===== src/rtl/fpa_ctrl_pkg.sv =====
// Shared definitions for the floating-point adder front-end arbiter:
// FSM encoding, operand sign position and hold-counter width.
package fpa_ctrl_pkg;

  typedef enum logic [1:0] {
    IDLE  = 2'b00,
    ISSUE = 2'b01,
    RESP  = 2'b10
  } fpa_state_e;

  localparam int SIGN_BIT = 31;
  localparam int CNT_W    = 4;

  // Subtraction is folded into the adder by flipping the sign of operand b.
  function automatic logic [31:0] apply_sub(input logic [31:0] v, input logic sub);
    logic [31:0] r;
    r           = v;
    r[SIGN_BIT] = v[SIGN_BIT] ^ sub;
    return r;
  endfunction

endpackage


===== src/rtl/rr_arbiter_2.sv =====
// Two-way round-robin grant: a lone requester always wins, a tie goes to ptr_i.
module rr_arbiter_2 (
  input  logic [1:0] valid_i,
  input  logic       ptr_i,
  output logic       grant_o,
  output logic       grant_valid_o
);

  always_comb begin
    grant_valid_o = |valid_i;
    grant_o       = 1'b0;
    if (valid_i == 2'b11) begin
      grant_o = ptr_i;
    end else begin
      grant_o = valid_i[1];
    end
  end

endmodule


===== src/rtl/fpa_arbiter.sv =====
// Shares one external combinational floatingPointAdder between two requesters,
// holding operands for HOLD_CYCLES settle cycles and returning the sum to the owner.
module fpa_arbiter
  import fpa_ctrl_pkg::*;
#(
  parameter int HOLD_CYCLES = 1
) (
  input  logic        clk,
  input  logic        rst_n,
  input  logic        req0_valid,
  input  logic        req1_valid,
  output logic        req0_ready,
  output logic        req1_ready,
  input  logic [31:0] req0_a,
  input  logic [31:0] req1_a,
  input  logic [31:0] req0_b,
  input  logic [31:0] req1_b,
  input  logic        req0_sub,
  input  logic        req1_sub,
  output logic        resp0_valid,
  output logic        resp1_valid,
  input  logic        resp0_ready,
  input  logic        resp1_ready,
  output logic [31:0] resp_sum,
  output logic [31:0] fpa_n1,
  output logic [31:0] fpa_n2,
  input  logic [31:0] fpa_sum,
  output logic        busy,
  output logic [1:0]  dbg_state_o,
  output logic        dbg_ptr_o
);

  // Handshake: a request transfers on the rising edge where valid && ready;
  // requesters hold valid and operands stable until then. A response transfers
  // on the edge where resp<owner>_valid && resp<owner>_ready; until then the
  // block keeps valid high and resp_sum unchanged.

  localparam logic [CNT_W-1:0] HOLD_LOAD = CNT_W'(HOLD_CYCLES - 1);

  fpa_state_e       state_q, state_d;
  logic             ptr_q, ptr_d;
  logic             owner_q, owner_d;
  logic [CNT_W-1:0] cnt_q, cnt_d;
  logic [31:0]      n1_q, n1_d;
  logic [31:0]      n2_q, n2_d;
  logic [31:0]      sum_q, sum_d;

  logic        grant;
  logic        grant_valid;
  logic        in_idle;
  logic        accept;
  logic        owner_ready;
  logic [31:0] sel_a;
  logic [31:0] sel_b;
  logic        sel_sub;

  rr_arbiter_2 u_rr (
    .valid_i       ({req1_valid, req0_valid}),
    .ptr_i         (ptr_q),
    .grant_o       (grant),
    .grant_valid_o (grant_valid)
  );

  assign in_idle     = (state_q == IDLE);
  assign accept      = in_idle && grant_valid;
  assign req0_ready  = in_idle && req0_valid && (grant == 1'b0);
  assign req1_ready  = in_idle && req1_valid && (grant == 1'b1);
  assign owner_ready = owner_q ? resp1_ready : resp0_ready;

  assign sel_a   = grant ? req1_a   : req0_a;
  assign sel_b   = grant ? req1_b   : req0_b;
  assign sel_sub = grant ? req1_sub : req0_sub;

  always_comb begin
    state_d = state_q;
    ptr_d   = ptr_q;
    owner_d = owner_q;
    cnt_d   = cnt_q;
    n1_d    = n1_q;
    n2_d    = n2_q;
    sum_d   = sum_q;
    case (state_q)
      IDLE: begin
        if (accept) begin
          ptr_d   = ~grant;
          owner_d = grant;
          n1_d    = sel_a;
          n2_d    = apply_sub(sel_b, sel_sub);
          cnt_d   = HOLD_LOAD;
          state_d = ISSUE;
        end
      end
      ISSUE: begin
        if (cnt_q == '0) begin
          sum_d   = fpa_sum;
          state_d = RESP;
        end else begin
          cnt_d = cnt_q - 1'b1;
        end
      end
      RESP: begin
        // Only the owner's ready can retire the response.
        if (owner_ready) begin
          state_d = IDLE;
        end
      end
      default: begin
        state_d = IDLE;
      end
    endcase
  end

  always_ff @(posedge clk or negedge rst_n) begin
    if (!rst_n) begin
      state_q <= IDLE;
      ptr_q   <= 1'b0;
      owner_q <= 1'b0;
      cnt_q   <= '0;
      n1_q    <= '0;
      n2_q    <= '0;
      sum_q   <= '0;
    end else begin
      state_q <= state_d;
      ptr_q   <= ptr_d;
      owner_q <= owner_d;
      cnt_q   <= cnt_d;
      n1_q    <= n1_d;
      n2_q    <= n2_d;
      sum_q   <= sum_d;
    end
  end

  assign resp0_valid = (state_q == RESP) && !owner_q;
  assign resp1_valid = (state_q == RESP) &&  owner_q;
  assign busy        = !in_idle;
  assign resp_sum    = sum_q;
  assign fpa_n1      = n1_q;
  assign fpa_n2      = n2_q;
  assign dbg_state_o = state_q;
  assign dbg_ptr_o   = ptr_q;

  a_single_ready: assert property (@(posedge clk) disable iff (!rst_n)
    !(req0_ready && req1_ready));

  a_legal_state: assert property (@(posedge clk) disable iff (!rst_n)
    (state_q == IDLE) || (state_q == ISSUE) || (state_q == RESP));

  a_operands_hold: assert property (@(posedge clk) disable iff (!rst_n)
    (state_q != IDLE) |=> ($stable(n1_q) && $stable(n2_q)));

endmodule


===== config.mk =====
export PLATFORM = sky130hd
export DESIGN_NAME = fpa_arbiter
export DESIGN_NICKNAME = d
export VERILOG_FILES = /design/src/rtl/fpa_ctrl_pkg.sv /design/src/rtl/rr_arbiter_2.sv /design/src/rtl/fpa_arbiter.sv
export SDC_FILE = /design/constraint.sdc
export NUM_CORES = 1
export LEC_CHECK = 0
export CORE_ASPECT_RATIO = 0.5
export CORE_MARGIN = 8
export CORE_UTILIZATION = 41
export CTS_CLUSTER_SIZE = 16
export DETAILED_ROUTE_END_ITERATION = 7
export MAX_ROUTING_LAYER = met4
export PLACE_DENSITY = 0.87
export SYNTH_ARGS = -nofsm -noshare
export SYNTH_HDL_FRONTEND = slang
export SYNTH_SLANG_ARGS = --single-unit

===== constraint.sdc =====
create_clock -name clk -period 2.7 [get_ports clk]
set_input_delay 0.675 -clock clk [delete_from_list [all_inputs] [get_ports clk]]
set_output_delay 0.675 -clock clk [all_outputs]
set_load 0.02 [all_outputs]

==> Word-level counts from Yosys, hierarchy flattened <==
Index checks and enable logic that the tools add are counted.
{ "op_classes": {"addsub": 1, "n_eq_ne": 7, "muxes": 12, "bitwise_logic": 2, "n_reduce_logical": 17} }
{ "ops": {"columns": ["cell", "n"], "rows": [
  ["32-bit two-way mux", 2],
  ["4-bit two-way mux", 2],
  ["4-bit one-hot mux with 2 select lines", 1],
  ["1-bit logical AND", 7],
  ["2-bit two-way mux", 3],
  ["2-bit inequality test (second input constant)", 3],
  ["2-bit one-hot mux with 3 select lines", 1],
  ["3-bit AND reduction", 2],
  ["2-bit equality test (second input constant)", 2],
  ["4-bit logical NOT", 1],
  ["2-bit AND reduction", 2],
  ["4-bit by 1-bit subtractor with 4-bit output (second input constant)", 1],
  ["1-bit two-way mux", 3],
  ["2-bit by 1-bit equality test with 1-bit output (second input constant)", 1],
  ["1-bit logical NOT", 2],
  ["2-bit logical NOT", 1],
  ["2-bit by 1-bit inequality test with 1-bit output (second input constant)", 1],
  ["2-bit nonzero test", 1],
  ["2-bit OR reduction", 1],
  ["1-bit inverter", 1],
  ["1-bit XOR", 1]
]} }
{ "totals": {"register_bits": 104, "output_inout_bits": 104, "word_cells": 46} }

==> Longest topological paths before layout <==
Gate-level depths: netlist (run 1).
{ "logic_depth": {"ltp_word": 4, "depth_mapped": 6, "depth_no_buf": 5} }

==> Hierarchy <==
Synthesis (run 1) repeated with hierarchy kept, for this count alone.
{ "unflattened": {"hier_cells": 400, "area_unflattened_um2": 4619.4} }
{ "modules_own_cells": {"columns": ["mod", "instances", "cells_per_inst", "area_per_inst_um2"], "rows": [
  ["fpa_arbiter", 1, 397, 4601.9],
  ["rr_arbiter_2", 1, 3, 17.5]
]} }

==> Worst setup path after synthesis (run 1) <==
OpenSTA, ideal clock, no wires.
{ "synth_timing": {"path_kind": "input to output", "from": "input port req1_valid", "to": "output port req1_ready", "t_arrival_ns": 1.380, "required_ns": 2.025, "slack_ns": 0.645, "path_stages": 4, "n_path_buf": 2, "path_cell_list": "buf_6 > inv_1 > nor3_4 > buf_2"} }
{ "synth_between": {"elab_chain_cells": 3} }
{ "synth_lines": {"columns": ["element", "line", "source"], "rows": [
  ["start, declared", "fpa_arbiter.sv:11", "input logic req1_valid,"],
  ["2-bit equality test", "rr_arbiter_2.sv:12", "if (valid_i == 2'b11) begin"],
  ["1-bit two-way mux", "rr_arbiter_2.sv:12", null],
  ["1-bit logical AND (*)", "fpa_arbiter.sv:67", "assign req1_ready = in_idle && req1_valid && (grant == 1'b1);"],
  ["end, declared", "fpa_arbiter.sv:13", "output logic req1_ready,"]
]} }
Mark *: on every way between the ends. The rest lies on a longest branch, timed or not.

==> Worst setup path after layout (run 1) <==
{ "layout_timing": {"from": "input port req1_valid", "to": "output port req0_ready"} }
{ "layout_between": {"elab_chain_cells": 4} }
{ "layout_lines": {"columns": ["element", "line", "source"], "rows": [
  ["2-bit equality test", "rr_arbiter_2.sv:12", null],
  ["1-bit two-way mux (*)", "rr_arbiter_2.sv:12", null],
  ["1-bit inverter (*)", "fpa_arbiter.sv:66", "assign req0_ready = in_idle && req0_valid && (grant == 1'b0);"],
  ["1-bit logical AND (*)", "fpa_arbiter.sv:66", null],
  ["end, declared", "fpa_arbiter.sv:12", "output logic req0_ready,"]
]} }
Marked as above.

==> results.txt, run 1 <==
* Result of the run: finished, final reports clean
- The first detailed-routing pass took 4 iterations.
* Max Fanout on Critical Path: 3
- Counting every instance in the synthesized netlist gives 392.
- Most frequent cells in the layout: sky130_fd_sc_hd__clkdlybuf4s50_1, sky130_fd_sc_hd__dfrtp_1, sky130_fd_sc_hd__a221o_1, sky130_fd_sc_hd__a21boi_0
- In this run the count of I/O pins placed on the die edge is 272.
- In this run, placement finished with an instance count of 786.
- Internal power comes to 5.53 mW.
- The finished layout holds 798 standard cells, fillers aside.
- Measured on the finished design, the core utilization comes to 70.3%.
- Input and output buffers added on the ports amount to 271.
- The cell family contributing the most delay on the critical path is buffers and inverters.
- Combinational fraction of design power: 54.7%
- Uppermost layer routed: met4
* Critical path buffers and inverters: 3
* CTS Hold Buffers Added: 0
- Max-cap violations in this run came to 0.
- The die is 91.7 um tall.
- 1st-iter DRT viols: 383
* Total routing resource utilization after global routing: 22.5%
* Delay of the slowest cell on the worst path: 0.47 ns
* Syn Area/Cell: 12.0 um2
* Crit path depth: 5
- By startpoint and endpoint, the worst setup path is classified as input port to output pin.
* Final hold violation count: 0
* Worst R2R Start: cnt_q[0]
- Across all register-to-register paths, the minimum setup slack is 0.68 ns.
- Switching power: 3.45 mW
- Entering global routing, the biggest net connects 65 pins.
- ANT nets after route: 0
* Total length of routed wires: 17200 um
* Average vias per placed instance: 5.45
* Detailed-route wire length on metal 1: 6800 um
* Global route overflow: 0
* Worst path arrival time: 1.91 ns
* Hold Path Class: input port to async pin
- Leaving out fill and tap cells, the most frequent cell in the layout is sky130_fd_sc_hd__clkdlybuf4s50_1.
* Layout Skew: 0.00801 ns
- #FFs+latches synth: 104
- Layout overhead on the synthesized area: 65.8%
- The number of antenna diodes in the final layout is 0.
* Placed Instance Area: 0.00751 mm2
* Starting Density: 42.4%
- Post-route DRC violation count: 0
* Mapped Area: 0.00470 mm2
- No sink is reached through more buffers than the 2 on the longest clock path.
* First-pass GRT wire length: 27000 um
* Number of synthesized flops with an enable pin: 0
- Total of endpoints with negative setup slack in the final report: 0
* Clock insertion delay at the later pin of the skew report: 0.34 ns
- The total count of max-transition violations in the final report came to 0.
* Proportion of layout cells with a drive suffix above 1: 9.80%
* Leakage power summed over all cells: 3.17 nW
- Based on the critical path, the design can be clocked at up to 0.388 GHz.
* Met2 layer wire length in the routed design: 8870 um
* Routed length on met3: 944 um
* Reg clk slew, reported paths: 0.06 ns
- Prior to clock tree synthesis, the placed netlist has a worst setup slack of -0.164 ns.
* Part of the power in registers: 30.9%
- RSZ-0062 raised after global routing: no
- Async set or reset register ratio after synthesis: 100%
- Number of rows created at floorplan: 27
- After synthesis, flip-flops and latches occupy 55.4% of the total area.
- Peak supply drop: 0.485 mV
- For the worst flop-to-flop path, the logic depth is 5.
- Number of antenna violations at the first check in global routing: 0
- The largest total area in the synthesized netlist belongs to sky130_fd_sc_hd__dfrtp_1.
* Die outline width: 167 um
- Power spread over the standard cell area amounts to 1150 mW/mm2.
- Headroom to the max-slew limit came out at 47.5%.
- In this run the standard cell core region covers 0.0111 mm2.
- STA puts the critical path data required time at 2.03 ns.
* Clock tree from TritonCTS: done
- The smallest clock period supported by the final layout is computed as 2.58 ns.
- Clk network pwr share: 14.3%
- Ys flop type: sky130_fd_sc_hd__dfrtp_1
- Launch point of the worst path: req1_valid
- Setup slack closes at 0.120 ns.
* Top cell type's share of synthesized area: 55.4%
- At the pin with the least slew margin, the transition time is 0.785 ns.
- Setup_tns: 0 ns
- Overall via count from detail_route: 4348
* Distinct cell type count after synthesis: 36
- Vias in the first global route: 4799
- Deepest level of the CTS H-tree: 3
- The die covers 0.0153 mm2.
- Clock tree synthesis inserted a total of 9 buffers.
- Endpoint of the worst register-to-register path: resp_sum[26]
- Kind of end point of the critical path: output pin
- Finished layout cell area: 0.00779 mm2
- After detailed routing, the average wire length per cell comes to 21.5 um.
- CTS placed an instance of sky130_fd_sc_hd__clkbuf_16 at the clock tree root.
- Layout net count: 822
- The slowest stage of the critical path belongs to the cell sky130_fd_sc_hd__clkdlybuf4s50_1.
* Startpoint types: input port
- The number of nets handed over by synthesis was 562.
* Fraction of power spent switching nets: 38.4%
- The congestion estimate from routability-driven global placement came to 0.762.
- In this run the worst setup path terminates at req0_ready.
- The critical path goes through clkdlybuf4s50_1 > buf_4 > nand2_1 > and3_4 > dlygate4sd2_1.
* Clock Sink Count: 104
- Ratio of final minimum period to clock period: 95.6%
- HPWL after DPL: 12800 um
- Sorting the synthesized cells by area gives the leading types as sky130_fd_sc_hd__dfrtp_1, sky130_fd_sc_hd__a221o_1, sky130_fd_sc_hd__mux2_2, sky130_fd_sc_hd__a21boi_0, sky130_fd_sc_hd__a31oi_1.
- Number of warnings reported in the yosys synthesis log: 0
## worst min-delay path by stage
stage / endpoint / slack [ns] / from
final: resp_sum[24] / 0.38 / rst_n
after global routing: resp_sum[25] / 0.42 / rst_n
after CTS: resp_sum[25] / 0.39 / rst_n
after detailed placement: resp_sum[23] / 0.48 / resp_sum[23]
after global placement: resp_sum[25] / 0.48 / resp_sum[25]
after floorplan: cnt_q[0] / 0.38 / rst_n
## metal layers
layer,GRT usage (%),vias up
li1,-,2006
met1,25.0,2138
met2,39.4,170
met3,4.96,34
met4,8.71,0
met5,-,-
## synth_stat cells, types with 2 or more instances
library cell                 n
sky130_fd_sc_hd__mux2i_1     2
sky130_fd_sc_hd__xor2_1      2
sky130_fd_sc_hd__mux2_2     27
sky130_fd_sc_hd__buf_6       7
sky130_fd_sc_hd__a21boi_1    8
sky130_fd_sc_hd__buf_2      18
sky130_fd_sc_hd__nand2b_1    4
sky130_fd_sc_hd__o21ai_0    27
sky130_fd_sc_hd__inv_1       3
sky130_fd_sc_hd__ha_1        2
sky130_fd_sc_hd__and2b_1     2
sky130_fd_sc_hd__a21oi_1    24
sky130_fd_sc_hd__buf_4       3
sky130_fd_sc_hd__nor2_1      4
sky130_fd_sc_hd__dfrtp_1   104
sky130_fd_sc_hd__nand3_1    26
sky130_fd_sc_hd__mux2_1      6
sky130_fd_sc_hd__a221o_1    40
sky130_fd_sc_hd__clkbuf_1   10
sky130_fd_sc_hd__a21o_1      2
sky130_fd_sc_hd__nor3_1      2
sky130_fd_sc_hd__nand2_1     2
sky130_fd_sc_hd__a21boi_0   32
sky130_fd_sc_hd__a31oi_1    23
## final cells by class
type                    count  area [um2]
inverters                   4        15.0
multi-input cells         246        1860
clock buffers              11         253
fillers                   842        3290
well taps                 145         181
repair buffers            287        2850
clock inverters             1        30.0
flip-flops and latches    104        2600
## sequential cells by signal, indices dropped and copies added, names as in the netlist
signal / flops
fpa_n1: 32
fpa_n2: 32
resp_sum: 32
cnt_q: 4
dbg_state_o: 2
dbg_ptr_o: 1
owner_q: 1
## logic make-up after synthesis
family | synth area share (%)
fa+ha+maj | 0.533
simple gates | 5.94
flops | 55.4
mux | 8.34
buf+inv | 5.19
compound gates | 24.2
xor+xnor | 0.373
## stage by stage
stage               hold WS, ns  power [mW]
floorplan                 0.379        5.41
global placement          0.475        7.60
detailed placement        0.484        7.76
CTS                       0.389        9.07
global route              0.418        9.46
finish                    0.375        8.98
## power groups by stage
stage / registers (mW) / clock network (mW) / logic, mW
2_1_floorplan: 3.65 / 0 / 1.76
3_3_place_gp: 2.75 / 0 / 4.85
3_5_place_dp: 2.80 / 0 / 4.96
4_1_cts: 2.78 / 1.32 / 4.97
5_1_grt: 2.87 / 1.37 / 5.22
6_report: 2.78 / 1.29 / 4.92
## repair_timing
| action | CTS | global route |
|---|---|---|
| endpoints found under the setup margin | 2 | 0 |
| resized for setup | 2 | 0 |
| setup buffers | 0 | 0 |
No activity file was read; power rests on OpenSTA's default activity.
==> run 2: changes to the inputs <==
==> constraint.sdc (replaced) <==
create_clock -name clk -period 2.7 [get_ports clk]
set_input_delay 0.27 -clock clk [delete_from_list [all_inputs] [get_ports clk]]
set_output_delay 0.27 -clock clk [all_outputs]
set_load 0.02 [all_outputs]
==> run 2 against run 1 <==
Sequential power is essentially flat. Count of clock-buffer cells in the layout shrank 1. Setup slack gained 0.11 ns. Wire length grew 0.93%. Largest cell class unchanged. Largest power group unchanged.
==> results.txt, run 2 (synthesis results as in run 1) <==
- The effective utilization at floorplan came to 42.4% (unchanged).
* 1st-iter DRT viols: 226 (-41%)
* Peak supply drop: 0.478 mV (-1.6%)
- Post-route DRC violation count: 0 (unchanged)
* Hold Path Class: input port to async pin
- Total length of routed wires: 17300 um (+0.93%)
- FILL cells: 841 (-0.12%)
- Layout overhead on the synthesized area: 65.4%
- The via-per-instance ratio was 5.47 (+0.41%).
- The remaining number of nets flagged by the antenna check after routing was 0 (unchanged).
- The largest net degree at the start of global routing came to 45 (-31%).
- Layout Skew: 0.00784 ns (-0.000173 ns)
- Count of input and output buffers: 271 (unchanged)
- Root Buffer: sky130_fd_sc_hd__clkbuf_16
* Area of the multi-input gates: 0.00186 mm2 (unchanged)
- First-pass GRT wire length: 26800 um (-0.49%)
- Antenna Diode Count: 0 (unchanged)
- Max Fanout on Critical Path: 16 (+13)
* Floorplan die height: 91.7 um (unchanged)
* Overall via count from detail_route: 4393 (+1.0%)
- The clock-pin transition on the worst setup and hold timing paths was 0.07 ns (about the same).
* Normalized max-slew margin: 36.8% (-11 points)
- The level count of the clock H-tree is 3 (unchanged).
- The share of the cycle needed by the critical path after routing came to 91.6% (-3.9 points).
- The post-DP HPWL is 13200 um (+2.8%).
- Io pins: 272 (unchanged)
- Standard cell core area: 0.0111 mm2 (unchanged)
- Placed Instance Area: 0.00750 mm2 (-0.17%)
- The via count of the first global-routing pass was 4701 (-2.0%).
* Highest Clock Rate: 0.404 GHz (+4.3%)
- Final worst path period need: 2.47 ns (-0.106 ns)
* Most frequent cells in the layout: sky130_fd_sc_hd__clkdlybuf4s50_1, sky130_fd_sc_hd__dfrtp_1, sky130_fd_sc_hd__a221o_1, sky130_fd_sc_hd__a21boi_0
- Most common cell after layout, fill and taps aside: sky130_fd_sc_hd__clkdlybuf4s50_1
* Final hold violation count: 0 (unchanged)
- Slew at the pin closest to its max-slew limit: 0.947 ns (+0.162 ns)
- The total of endpoints with negative setup slack in the final report is 0 (unchanged).
- Clk buf depth: 2 (unchanged)
* Proportion of layout cells with a drive suffix above 1: 10.2% (+0.38 points)
- The wire length per cell came to 21.6 um (+0.30%).
- The max-capacitance violation count came to 0 (unchanged).
- The placer congestion estimate is 0.796 (+4.4%).
- By startpoint and endpoint, the worst setup path is classified as flip-flop to output pin.
- The final layout net count is 823 (+0.12%).
- The run finished with clean final reports.
- Area taken by flip-flops and latches: 0.00260 mm2 (unchanged)
- RSZ-0062 raised after global routing: no
- Power density over cell area: 1140 mW/mm2 (-0.84%)
* Clock tree from TritonCTS: done
- Max Transition Viols Final: 0 (unchanged)
- Post CTS Setup Buffer Count: 0 (unchanged)
* Startpoint types: flip-flop
* Number of rows created at floorplan: 27 (unchanged)
* Count of TritonRoute iterations in the first routing pass: 4 (unchanged)
- The floorplan die area came to 0.0153 mm2 (unchanged).
* Finished layout cell area: 0.00777 mm2 (-0.26%)
- The required time of the critical path came to 2.43 ns (+0.40 ns).
- Clock insertion delay at the later pin of the skew report: 0.33 ns (about the same)
- Setup_tns: 0 ns (unchanged)
* Kind of end point of the critical path: output pin
- Number of antenna violations at the first check in global routing: 0 (unchanged)
- The critical path data arrival time was 2.20 ns (+0.29 ns).
- The leftover overflow at the end of global routing was 0 (unchanged).
* Die outline width: 167 um (unchanged)
- The aggregate global-route resource usage came to 22.3% (-0.19 points).
- Leakage power summed over all cells: 3.16 nW (-0.36%)
- Clock Sink Count: 104 (unchanged)
* Num CTS Buffers: 9 (unchanged)
==> run 2: area by class of cell <==
type / count / share of cell area (%)
Clock buffer: 10 / 2.95
Clock inverter: 6 / 0.435
Inverter: 4 / 0.193
Multi-Input combinational cell: 246 / 23.9
Sequential cell: 104 / 33.5
Tap cell: 145 / 2.33
Timing Repair Buffer: 288 / 36.7
==> run 2: stage by stage <==
stage | power [mW] | setup slack (ns) | utilization, % | std cells | hold WS, ns
after global routing | 9.39 | 0.116 | 70.1 | 803 | 0.507
after detailed placement | 7.74 | 0.452 | 67.7 | 786 | 0.312
after floorplan | 5.41 | 1.18 | - | 392 | -0.0256
final | 8.88 | 0.226 | 70.1 | 803 | 0.477
after CTS | 8.96 | 0.209 | 70.1 | 803 | 0.489
after global placement | 7.59 | 0.478 | 67.7 | 786 | 0.297
==> run 2: routing by layer <==
metal / vias to the layer above / GRT usage, % / wire length (um)
met5: - / - / 0
met1: 2190 / 25.6 / 6930
met3: 22 / 4.23 / 788
met2: 163 / 39.6 / 9220
met4: 0 / 6.20 / 388
li1: 2018 / - / -
==> run 2: final timing paths <==
| kind | from | end | slack (ns) | cells after the start |
|---|---|---|---|---|
| worst max-delay path | dbg_state_o[0] | req1_ready | 0.23 | 4 |
| worst min-delay path | rst_n | resp_sum[24] | 0.48 | 2 |
| worst max register to register | cnt_q[0] | resp_sum[28] | 0.67 | 5 |
| worst min register to register | resp_sum[24] | resp_sum[24] | 0.49 | 1 |
| max in group asynchronous | rst_n | resp_sum[20] | 1.37 | 3 |
| min in group clk | resp_sum[24] | resp_sum[24] | 0.49 | 1 |
==> run 2: power by group <==
group | total [mW] | switching (mW) | internal (mW)
registers | 2.79 | 0.446 | 2.34
clock network | 1.20 | 0.582 | 0.623
logic | 4.89 | 2.44 | 2.45
total | 8.88 | 3.47 | 5.41
==> run 2: what timing repair did <==
action,4_1_cts,5_1_grt
hold endpoints to repair,41,0
resized for setup,0,0
hold buffers,1,0
==> run 2: critical path: stages, from the launching register on <==
cell                              delay, ns
sky130_fd_sc_hd__dfrtp_1               0.45
sky130_fd_sc_hd__nor2_4                0.39
sky130_fd_sc_hd__inv_2                 0.18
sky130_fd_sc_hd__nor3_4                0.21
sky130_fd_sc_hd__clkdlybuf4s50_1       0.64
==> run 3: changes to the inputs <==
--- a/config.mk
+++ b/config.mk
@@ -12,6 +12,8 @@
 export DETAILED_ROUTE_END_ITERATION = 7
 export MAX_ROUTING_LAYER = met4
 export PLACE_DENSITY = 0.87
+export SKIP_LAST_GASP = 1
+export SLEW_MARGIN = 20
 export SYNTH_ARGS = -nofsm -noshare
 export SYNTH_HDL_FRONTEND = slang
 export SYNTH_SLANG_ARGS = --single-unit
==> results of run 3 <==
The final DEF is identical to that of run 2; final timing and power are the same.
==> variant 1 (settings of run 3) <==
Make the reset (`rst_n`) synchronous in one clocked block.
--- a/src/rtl/fpa_arbiter.sv
+++ b/src/rtl/fpa_arbiter.sv
@@ -111,5 +111,5 @@
   end
 
-  always_ff @(posedge clk or negedge rst_n) begin
+  always_ff @(posedge clk) begin
     if (!rst_n) begin
       state_q <= IDLE;
Function: differs if rst_n is asserted again (counterexample within 4 cycles, from zero or initial values and one cycle with rst_n low); with rst_n held inactive, the same outputs for 10 cycles.
==> variant 1 against run 3 <==
  * Clock skew about the same
  * Via count is 22% higher
  * Routed wire length rose by 6.1%
  * Area after synthesis up 2.7%
  * Count of clock-buffer cells in the layout did not move
  * Cell count is 21% higher
  * Worst setup slack improved by 0.060 ns
  * Non-clock buffer count fell by 2
  * Die area up 2.3%
  * Maximum frequency up 2.5%
  * Sequential cell count stayed put
  * Final area increased by 2.0%
Power is not compared: it rests on default switching activity, and its combinational part moved more than twofold at a synthesized area within 25%.
==> variant 1: results (changes against run 3) <==
| Metric | Value |
|---|---|
| Top delay family on crit path | buffers and inverters |
| Antenna violations before repair | 0 (unchanged) |
| Largest net degree at the start of global routing | 52 (+16%) |
| Placed cell count | 955 (+22%) |
| Post-synth top cells | dfxtp_1 (104), inv_1 (60), o21ai_0 (50) |
| Pre-CTS WS | 0.3627 ns (-0.08916 ns) |
| Leakage | 3.104 nW |
| Layout cells sized above 1 | 5.707% (-4.5 points) |
| First DRT Iteration DRCs | 464 (+110%) |
| Ys async rst share | 0% (-100 points) |
| Max-slew headroom | 44.72% (+7.9 points) |
| Drt first pass iters | 5 (+1) |
| Syn avg cell area | 8.475 sq um (-29%) |
| Main area contributors after synthesis | dfxtp_1 (43%), o221ai_1 (5.3%), nand4_1 (5.2%) |
| VDD IR-drop max | 0.4261 mV |
| HP Class | input port to register |
| Final wirelength | 18.39 mm (+6.1%) |
| RR Startpoint | dbg_state_o[0] |
| Syn nets | 739 (+31%) |
| CP peak stage delay | 0.62 ns (-0.02 ns) |
| Cell variety after synth | 43 (+19%) |
| Vias in the first global route | 5388 (+15%) |
| Outcome | finished clean |
| First-pass GRT wire length | 28.19 mm (+5.1%) |
| Vias | 5342 (+22%) |
| Vias per cell | 5.502 (+0.56%) |
| Setup Skew | 0.007448 ns (-0.0003905 ns) |
| Routability cong. | 0.8597 (+8.0%) |
| Nets@finish | 971 (+18%) |
| Later-pin clock latency in the skew report | 0.35 ns (+0.02 ns) |
| Worst Path Max Fanout | 25 (+9) |
| HPWL Detailed | 13.26 mm (+0.64%) |
| Sequential share of the synthesized area | 43.18% (-12 points) |
| Total Routing Usage GR | 22.90% (+0.60 points) |
| CP Data Arrival Time | 2.14 ns (-0.06 ns) |
variant 1: power by group through the flow:
stage                     Combinational (mW)  Clock (mW)  Sequential [mW]
after floorplan                        0.534           0             2.04
after global placement                  1.46           0             1.83
after detailed placement                1.49           0             1.84
after CTS                               1.50        1.48             1.81
after global routing                    1.59        1.54             1.83
final                                   1.49        1.46             1.81
variant 1: logic make-up after synthesis:
| kind of cell | Yosys count | share of synthesized area, % |
|---|---|---|
| AOI/OAI and AO/OA | 205 | 29.04 |
| adders and majority gates | 2 | 0.5189 |
| muxes | 1 | 0.2076 |
| buffers and inverters | 126 | 10.53 |
| and+or+nand+nor | 129 | 16.17 |
| DFF | 104 | 43.18 |
| xor gates and xnor gates | 2 | 0.3633 |
variant 1: cell type report:
class,count,area [sq um]
Tap cell,165,206.4
Inverter,61,229.0
Fill cell,967,3707
Multi-Input combinational cell,339,2250
Clock inverter,6,90.09
Clock buffer,10,239.0
Timing Repair Buffer,286,2828
Sequential cell,104,2082
variant 1: through the flow:
step | total power, mW | hold slack (ns)
global route | 4.954 | 0.2730
finish | 4.751 | 0.2691
global placement | 3.297 | 0.4593
CTS | 4.780 | 0.2630
floorplan | 2.573 | 0.4177
detailed placement | 3.330 | 0.4668
variant 1: final timing paths:
check                 end  slack [ns]  cells past startpoint
max                  busy        0.29                      3
min            fpa_n1[15]        0.27                      2
max reg2reg    fpa_n1[22]        0.47                      3
min reg2reg  resp_sum[18]        0.47                      2
variant 1: metal layers:
layer  track usage (%)  wire length, um
met5                 -                0
met4             12.07              964
met3             4.796              883
met2             40.30             9427
met1             24.25             7112
==> variant 2 (settings of run 3) <==
Made on the original files. `HOLD_CYCLES`: 1 -> 0.
--- a/src/rtl/fpa_arbiter.sv
+++ b/src/rtl/fpa_arbiter.sv
@@ -4,5 +4,5 @@
   import fpa_ctrl_pkg::*;
 #(
-  parameter int HOLD_CYCLES = 1
+  parameter int HOLD_CYCLES = 0
 ) (
   input  logic        clk,
Formal check against the unedited RTL: not equivalent (Yosys sat finds a counterexample within 4 cycles, from zero or initial values and one cycle with rst_n low).
==> variant 2 against run 3 <==
  * The flow now finishes with violations (hold timing)
  * Sequential power hardly changed
  * Area after synthesis is 4.3% higher
  * Via count hardly changed
  * Non-clock buffer count is 8 lower
  * First-iteration DRC count is 34% higher
  * Power is 1.2% higher
  * Routed wire length hardly changed
  * Final area is 2.3% higher
  * Die area is 3.8% higher
  * Synthesized cell count is 0.26% higher
  * Clock skew hardly changed
  * Sequential cell count stayed put
  * Core utilization is 2.4 points lower
  * Worst setup slack better by 0.33 ns
  * Largest power group unchanged
  * Highest routed layer unchanged
==> variant 2: results (changes against run 3) <==
| Metric | Value |
|---|---|
| Main area contributors after synthesis | dfrtp_1 (53%), mux2_4 (8.9%), a221o_1 (8.2%) |
| Pre-CTS WS | 0.6055 ns (+0.1537 ns) |
| Final hold violations | 22 (+22) |
| DR WL/cell | 21.33 um (-1.2%) |
| Postcts setup bufs | 0 (unchanged) |
| Largest net degree at the start of global routing | 105 (+130%) |
| First DRT Iteration DRCs | 303 (+34%) |
| Setup Skew | 0.007538 ns (-0.0003003 ns) |
| Layout cells sized above 1 | 10.03% (-0.15 points) |
| CP Data Arrival Time | 1.87 ns (-0.33 ns) |
| Worst Path Max Fanout | 5 (-11) |
| Leakage | 3.287 nW (+4.1%) |
| First-pass GRT wire length | 25.98 mm (-3.2%) |
| Total Routing Usage GR | 21.52% (-0.78 points) |
| Outcome | finished with violations |
| Syn avg cell area | 12.47 sq um (+4.1%) |
| Sequential share of the synthesized area | 53.10% (-2.3 points) |
| Failing checks | hold timing |
| Cell variety after synth | 38 (+5.6%) |
| Vias | 4392 (-0.023%) |
| Routability cong. | 0.8220 (+3.2%) |
| Post-synth top cells | dfrtp_1 (104), a21boi_0 (41), a221o_1 (40) |
| HPWL Detailed | 12.69 mm (-3.7%) |
| Layout fillers | 889 (+5.7%) |
| Nets@finish | 812 (-1.3%) |
| VDD IR-drop max | 0.4318 mV (-9.6%) |
| Drt first pass iters | 5 (+1) |
| Worst-path clk slew | 0.08 ns |
| Worst Tran Pin Value | 0.8991 ns (-0.04830 ns) |
| Placed instance area | 7624 sq um (+1.7%) |
| Ys async rst share | 100.0% (unchanged) |
| Hold Worst Slack | -0.04780 ns (-0.5244 ns) |
## variant 2: metal layers
| metal | wire length, um | up-vias | global-route usage, % |
|---|---|---|---|
| li1 | - | 1995 | - |
| met3 | 736 | 24 | 3.909 |
| met2 | 9729 | 143 | 39.68 |
| met4 | 361 | 0 | 6.019 |
| met1 | 6514 | 2230 | 23.69 |
| met5 | 0 | - | - |
## variant 2: per-stage QoR
step / hold WS, ns / std cells
floorplan: -0.02559 / 393
global placement: 0.3881 / 797
finish: -0.04780 / 813
CTS: 0.02421 / 813
detailed placement: 0.3958 / 797
global route: 0.03448 / 813
## variant 2: final cells by class
type,count,area [sq um],area share (%)
clock buffers,9,225.2,2.833
clock inverters,7,101.3,1.275
inverters,4,15.01,0.1889
multi-input cells,244,2009,25.28
flip-flops and latches,104,2603,32.74
well taps,165,206.4,2.597
repair buffers,280,2790,35.10
## variant 2: cell families after synthesis
group,after synthesis,synth area share (%)
mux,32,9.574
fa+ha+maj,1,0.2553
buf+inv,45,5.999
simple gates,46,6.766
flops,104,53.10
xor+xnor,2,0.3575
compound gates,163,23.95
## variant 2: final timing paths
check | start | end | slack [ns] | cells after the start
max | dbg_state_o[1] | req1_ready | 0.56 | 4
min | rst_n | resp_sum[28] | -0.05 | 2
max reg2reg | dbg_state_o[1] | resp_sum[18] | 0.79 | 4
min reg2reg | resp_sum[1] | resp_sum[1] | 0.51 | 1
max in group asynchronous | rst_n | fpa_n2[30] | 2.26 | 2
min in group clk | req0_a[0] | fpa_n1[0] | 0.51 | 3
## variant 2: report_power, final
group	total, mW	internal (mW)	switching [mW]
Combinational	4.75	2.45	2.30
Clock	1.44	0.824	0.613
Sequential	2.80	2.33	0.468
Total	8.99	5.61	3.38
